`src/rtl/imem_loader.sv`:
```
// Boot loader: assembles a framed little-endian byte stream into 32-bit words for the core's
// instruction memory and holds the core in reset until the image is loaded.
// Optional trailing XOR checksum byte enabled by defining LOADER_CHECKSUM_EN.
module imem_loader #(
   parameter int unsigned WIDTH      = 32,
   parameter int unsigned IMEM_DEPTH = 512,
   parameter logic [7:0]  SYNC_BYTE  = 8'hA5
) (
   input  logic             clock,
   input  logic             reset,
   input  logic             rx_valid,
   input  logic [7:0]       rx_data,
   output logic             rx_ready,
   output logic             mem_we,
   output logic [WIDTH-1:0] mem_addr,
   output logic [WIDTH-1:0] mem_data,
   output logic             cpu_reset,
   output logic             load_done,
   output logic             load_error
);

   localparam int unsigned ADDR_W = $clog2(IMEM_DEPTH);

   typedef enum logic [2:0] {
      StIdle,
      StLenLo,
      StLenHi,
      StData,
`ifdef LOADER_CHECKSUM_EN
      StCsum,
`endif
      StDone,
      StErr
   } state_e;

`ifdef LOADER_CHECKSUM_EN
   localparam state_e StFinal = StCsum;
`else
   localparam state_e StFinal = StDone;
`endif

   state_e            state_q, state_d;
   logic [15:0]       len_q, len_d;
   logic [ADDR_W:0]   word_q, word_d;
   logic [1:0]        byte_q, byte_d;
   logic [23:0]       shift_q, shift_d;
   logic              we_d;
   logic [WIDTH-1:0]  addr_d, data_d;
`ifdef LOADER_CHECKSUM_EN
   logic [7:0]        csum_q, csum_d;
`endif

   always_comb begin
      state_d = state_q;
      len_d   = len_q;
      word_d  = word_q;
      byte_d  = byte_q;
      shift_d = shift_q;
      we_d    = 1'b0;
      addr_d  = mem_addr;
      data_d  = mem_data;
`ifdef LOADER_CHECKSUM_EN
      csum_d  = csum_q;
`endif
      if (rx_valid && rx_ready) begin
         unique case (state_q)
            StIdle: if (rx_data == SYNC_BYTE) state_d = StLenLo;
            StLenLo: begin
               len_d   = {8'h00, rx_data};
               state_d = StLenHi;
`ifdef LOADER_CHECKSUM_EN
               csum_d  = rx_data;
`endif
            end
            StLenHi: begin
               len_d  = {rx_data, len_q[7:0]};
               word_d = '0;
               byte_d = '0;
`ifdef LOADER_CHECKSUM_EN
               csum_d = csum_q ^ rx_data;
`endif
               if (len_d == 16'd0)                 state_d = StFinal;
               else if (32'(len_d) > IMEM_DEPTH)   state_d = StErr;
               else                                state_d = StData;
            end
            StData: begin
               byte_d = byte_q + 2'd1;
`ifdef LOADER_CHECKSUM_EN
               csum_d = csum_q ^ rx_data;
`endif
               case (byte_q)
                  2'd0:    shift_d[7:0]   = rx_data;
                  2'd1:    shift_d[15:8]  = rx_data;
                  2'd2:    shift_d[23:16] = rx_data;
                  default: begin
                     // Fourth byte completes the word; issue the write directly.
                     we_d   = 1'b1;
                     addr_d = WIDTH'(word_q);
                     data_d = WIDTH'({rx_data, shift_q});
                     word_d = word_q + 1'b1;
                     if (16'(word_d) == len_q) state_d = StFinal;
                  end
               endcase
            end
`ifdef LOADER_CHECKSUM_EN
            StCsum: state_d = (csum_q == rx_data) ? StDone : StErr;
`endif
            StDone: if (rx_data == SYNC_BYTE) state_d = StLenLo;
            default: state_d = state_q;
         endcase
      end
   end

   always_ff @(posedge clock) begin
      if (reset) begin
         state_q    <= StIdle;
         len_q      <= '0;
         word_q     <= '0;
         byte_q     <= '0;
         shift_q    <= '0;
         mem_we     <= 1'b0;
         mem_addr   <= '0;
         mem_data   <= '0;
         rx_ready   <= 1'b1;
         cpu_reset  <= 1'b1;
         load_done  <= 1'b0;
         load_error <= 1'b0;
`ifdef LOADER_CHECKSUM_EN
         csum_q     <= '0;
`endif
      end else begin
         state_q    <= state_d;
         len_q      <= len_d;
         word_q     <= word_d;
         byte_q     <= byte_d;
         shift_q    <= shift_d;
         mem_we     <= we_d;
         mem_addr   <= addr_d;
         mem_data   <= data_d;
         // Status flags follow the next state so they line up with it.
         rx_ready   <= (state_d != StErr);
         cpu_reset  <= (state_d != StDone);
         load_done  <= (state_d == StDone);
         load_error <= (state_d == StErr);
`ifdef LOADER_CHECKSUM_EN
         csum_q     <= csum_d;
`endif
      end
   end

endmodule

```
`config.mk`:
```
export PLATFORM = sky130hd
export DESIGN_NAME = imem_loader
export DESIGN_NICKNAME = d
export VERILOG_FILES = /design/src/rtl/imem_loader.sv
export SDC_FILE = /design/constraint.sdc
export NUM_CORES = 1
export LEC_CHECK = 0
export ABC_CLOCK_PERIOD_IN_PS = 7000
export CAP_MARGIN = 20
export CORE_MARGIN = 2
export CORE_UTILIZATION = 45
export DETAILED_ROUTE_END_ITERATION = 6
export GPL_ROUTABILITY_DRIVEN = 0
export PLACE_DENSITY = 0.73
export SYNTH_ARGS = -nofsm -noshare
export SYNTH_HDL_FRONTEND = slang
export SYNTH_SLANG_ARGS = --single-unit
export TNS_END_PERCENT = 1
```
`constraint.sdc`:
```
create_clock -name clock -period 7 [get_ports clock]
set_input_delay 1.4 -clock clock [delete_from_list [all_inputs] [get_ports clock]]
set_output_delay 1.4 -clock clock [all_outputs]
set_load 0.1 [all_outputs]
```
* After elaboration in Yosys (flattened, before gate mapping)
Index checks and enable logic that the tools add are counted.
** Word-level totals
- Output and inout bits :: 69
- Flip-flop bits (word level) :: 102
- Bits of input ports :: 11
- Logic and storage cells :: 64
** Operators by class
- Mux-type cells :: 12
- Equal/unequal tests :: 13
- Reductions and logical operators :: 17
- Order comparisons :: 1
- Add/sub/neg operators :: 2
- Bitwise gates (word level) :: 4
** Operators by type and width (count)
- one-hot mux 16 bit (2 select lines) :: 1
- one-hot mux 10 bit (2 select lines) :: 1
- 2-to-1 mux 3 bit :: 6
- AND reduction 3 bit :: 6
- == test 10 x 16 -> 1 bit :: 1
- > comparator 16 x 10 -> 1 bit (second input constant) :: 1
- logical NOT 16 bit :: 1
- one-hot mux 3 bit (4 select lines) :: 1
- adder 10 x 1 -> 10 bit (second input constant) :: 1
- 2-to-1 mux 10 bit :: 1
- == test 3 bit (second input constant) :: 3
- == test 8 bit (second input constant) :: 1
- == test 3 x 2 -> 1 bit (second input constant) :: 2
- != test 3 bit (second input constant) :: 2
- OR reduction 3 bit :: 2
- NOT 1 bit :: 4
- one-hot mux 2 bit (2 select lines) :: 1
- AND reduction 2 bit :: 2
- nonzero test 2 bit :: 2
- == test 3 x 1 -> 1 bit (second input constant) :: 1
- logical NOT 3 bit :: 1
- adder 2 x 1 -> 2 bit (second input constant) :: 1
- == test 2 x 1 -> 1 bit (second input constant) :: 1
- == test 2 bit (second input constant) :: 1
- other kinds (5) :: 5

* Logic depth before layout (Yosys ltp)
- Depth after elaboration :: 7
- Gate-level depth with buffers :: 9
- Depth with buffers taken out :: 7

* Worst setup path after synthesis
OpenSTA, ideal clock, no wires.
- Kind :: input to register
- Start point :: input rx_data[3]
- End point :: register cpu_reset
- Library setup time :: 0.120 ns
- Path slack :: 3.828 ns
- Required time :: 6.880 ns
- Buffers on the path :: 0
- Arrival :: 3.052 ns
- Stages on the path :: 6
- Path through :: or3_1 -> or4_4 -> o31ai_4 -> nand3_1 -> o31a_1 -> a211o_1
** On the way
- Cells in the longest elaborated chain, start to end :: 6
- Elaborated cells on any way between the ends :: 9
- Classes of those cells :: 1 x order compare; 2 x eq/ne; 5 x mux; 1 x reduce/logical
** Ends and longest elaborated chain
- start, declared :: RTL line 12 : input logic [7:0] rx_data,
- > comparator 16 x 10 -> 1 bit :: RTL line 83 : else if (32'(len_d) > IMEM_DEPTH) state_d = StErr;
- 2-to-1 mux 3 bit :: RTL line 83
- 2-to-1 mux 3 bit :: RTL line 82 : if (len_d == 16'd0) state_d = StFinal;
- one-hot mux 3 bit (4 select lines) (*) :: RTL line 66 : unique case (state_q)
- 2-to-1 mux 3 bit (*) :: RTL line 65 : if (rx_valid && rx_ready) begin
- != test 3 bit (*) :: RTL line 142 : cpu_reset <= (state_d != StDone);
- end signal, assigned :: RTL line 142
- end, declared :: RTL line 17 : output logic cpu_reset,
Mark *: on every way between the ends. The rest lies on a longest branch, timed or not.
A chain may end at the register's enable or synchronous reset.

* Worst setup path after layout
- Start point :: input rx_valid
- End point :: register word_q[8]
** On the way
- Cells in the longest elaborated chain, start to end :: 2
** Ends and longest elaborated chain
- start, declared :: RTL line 11 : input logic rx_valid,
- logical AND 1 bit :: RTL line 65
- AND reduction 3 bit (no source line)
- end signal, assigned :: RTL line 134 : word_q <= word_d;
- end, declared :: RTL line 44 : logic [ADDR_W:0] word_q, word_d;
No other way between the ends.

==> results.json <==
{
  "wire_per_inst_um": 13.5,
  "initial_core_util": 0.468,
  "syn_area_mm2": 0.00437,
  "yosys_register_bits": 102,
  "yosys.cell_types.count": 46,
  "ctsHoldBuffers": 0,
  "highest_layer": "met4",
  "timing.final.crit_share": 0.512,
  "cp.arrival_ps": 3810,
  "h-tree-depth": 3,
  "seq_area_frac_synth": 0.467,
  "setup-violations-final": 0,
  "synthAdderAreaFrac": 0.0143,
  "synthMuxAreaShare": 0.00229,
  "rows": 35,
  "grt_pass1_vias": 3428,
  "port_buffers": 57,
  "synthArstFlopShare": 0,
  "cp_common_cell": "nor3_1",
  "pwr-share-clk": 0.383,
  "cp_cell_sequence": "clkdlybuf4s50_1 > and4b_1 > and3_1 > buf_4 > nor2_1 > nor3_1 > nor3_1",
  "root_buffer": "clkbuf_8",
  "critical-path-slowest-cell": "and3_1",
  "antenna_found_initial": 0,
  "ys.flop_type": "dfxtp_1",
  "switching_share": 0.251,
  "end_kind": "register",
  "synthXorXnorAreaFrac": 0.0241,
  "power_frac_comb": 0.071,
  "drc": 0,
  "fmax_mhz": 279,
  "drt_pass1_iterations": 5,
  "startpoint_type": "input port",
  "cts.sinks": 102,
  "cts_made_buffers": 9,
  "required_ps": 7220,
  "grt_max_degree": 103,
  "grt_first_pass_wirelength_um": 16600,
  "synth_compound_area_frac": 0.143,
  "syn_inst": 566,
  "core-area_mm2": 0.00933,
  "num_antenna_cells": 0,
  "r2r_start": "word_q[0]",
  "postCtsSetupRepairBufs": 0,
  "die_w_um": 103,
  "power_density_mw_per_mm2": 208,
  "num_vias": 3836,
  "post-dp-hpwl_um": 6590,
  "antenna_left": 0,
  "worst_slew_pin_slew_ps": 1010,
  "p_int_uw": 796,
  "skew_ps": 16.1,
  "avgSynthCellArea_um2": 7.72,
  "pwr-share-seq": 0.545,
  "min_from": "mem_addr[5]",
  "finalCriticalPeriod_ps": 3580,
  "relSlewSlack": 0.329,
  "power_mw": 1.06,
  "rsz0062_at_grt": "false",
  "ioPinCount": 80,
  "layout_commonest_cell": "nand2_1",
  "drt-met1-wl_um": 4520,
  "final_cell_mix": "nand2_1 (138), dfxtp_1 (102), a21oi_1 (96)",
  "crit_path_max_fanout": 26,
  "startpoint": "rx_valid",
  "grt_overflow": 0,
  "status": "finished clean",
  "synth_top_family_by_area": "simple AND/OR/NAND/NOR gates",
  "drtIter0Drc": 235,
  "syn2layout_area_growth_pct": 16.7,
  "p_leak_nw": 1.69,
  "slowest_delay_ps": 760,
  "synth_edf_count": 0,
  "vias_per_cell": 5.27,
  "tritoncts": "yes",
  "cap_viol_max_count": 0,
  "ctsResizeCount": 0,
  "maxSlewViolCount": 0,
  "clk_pin_slew_ps": 100,
  "nNetsFinal": 611,
  "path_class": "in -> reg",
  "wl_met2_um": 4680,
  "met3WireLength_um": 520,
  "drive_gt1_frac": 0.0451,
  "tns_ps": 0,
  "grtUsageTotal": 0.199,
  "clk_latency_ps": 370,
  "totalWireLength_um": 9850,
  "yosys.area_share.simple": 0.268,
  "die_h_um": 103,
  "die_area_mm2": 0.0105,
  "vdd_drop_max_mv": 0.0913,
  "cts_buffer_depth": 2,
  "yosysWarnings": 0,
  "p_switching_uw": 267,
  "hold_violations": 0,
  "hp-class": "reg -> reg"
}
[cells in the mapped netlist (4+ instances only)]
cell      count  area (um^2)
nand2_1     138          518
dfxtp_1     102         2040
a21oi_1      96          480
nand3_1      50          250
clkbuf_1     31          116
nor2_1       27          101
buf_4        22          165
nor3_1       10         50.1
o21ai_0       9         45.0
xnor2_1       7         61.3
buf_1         6         22.5
nor4_1        6         37.5
or3_1         6         37.5
ha_1          5         62.6
inv_1         5         18.8
nand4_1       5         31.3
xor2_1        5         43.8
buf_2         4         20.0
[logic make-up after synthesis]
group | Yosys count
other | 1
and+or+nand+nor | 260
DFF | 102
buffers and inverters | 69
adders and majority gates | 5
xor gates and xnor gates | 12
muxes | 1
AOI/OAI and AO/OA | 116
[power by group through the flow]
stage	combinational, mW	clock, mW	sequential (mW)
global placement	0.0751	0	0.593
CTS	0.0757	0.417	0.580
detailed placement	0.0756	0	0.593
global route	0.0783	0.443	0.580
floorplan	0.0744	0	0.593
finish	0.0760	0.407	0.580
[worst max-delay path: cells and delay by family]
| kind | cells | cell delay (ps) |
|---|---|---|
| buffers and inverters | 2 | 890 |
| AND/OR/NAND/NOR | 5 | 1490 |
[layout make-up]
class	count	area [um^2]
Tap cell	129	161
Fill cell	922	4230
Clock inverter	5	81.3
Clock buffer	10	138
Inverter	5	18.8
Multi-Input combinational cell	416	2060
Sequential cell	102	2040
Timing Repair Buffer	61	596
[state kept, by name, summed over array words and instances, names as in the netlist]
name / flops
len_q: 16
load_done: 1
cpu_reset: 1
word_q: 10
load_error: 1
rx_ready: 1
mem_data: 32
shift_q: 24
byte_q: 2
mem_we: 1
state_q: 3
mem_addr: 10
[path summary, 6_finish.rpt]
check,end,slack [ps],cells after the start
hold reg to reg,mem_addr[5],450,2
setup reg to reg,cpu_reset,4390,7
setup / recovery,word_q[8],3420,7
hold / removal,mem_addr[5],450,2
[metrics by stage]
step           utilization  hold WS [ps]  worst slack (ps)  instance area, um^2  instances
2_1_floorplan            -           432              3830                 4450        587
3_5_place_dp         0.523           446              3020                 4880        713
5_1_grt              0.547           477              3220                 5100        728
3_3_place_gp         0.523           443              3090                 4880        713
6_report             0.547           454              3420                 5100        728
4_1_cts              0.547           455              3400                 5100        728
[metal layers]
layer / GRT usage / vias up
met1: 0.276 / 1788
met2: 0.316 / 121
li1: - / 1915
met4: 0.0759 / 0
met3: 0.0292 / 12
met5: 0 / -
(Power assumes the default switching activity.)
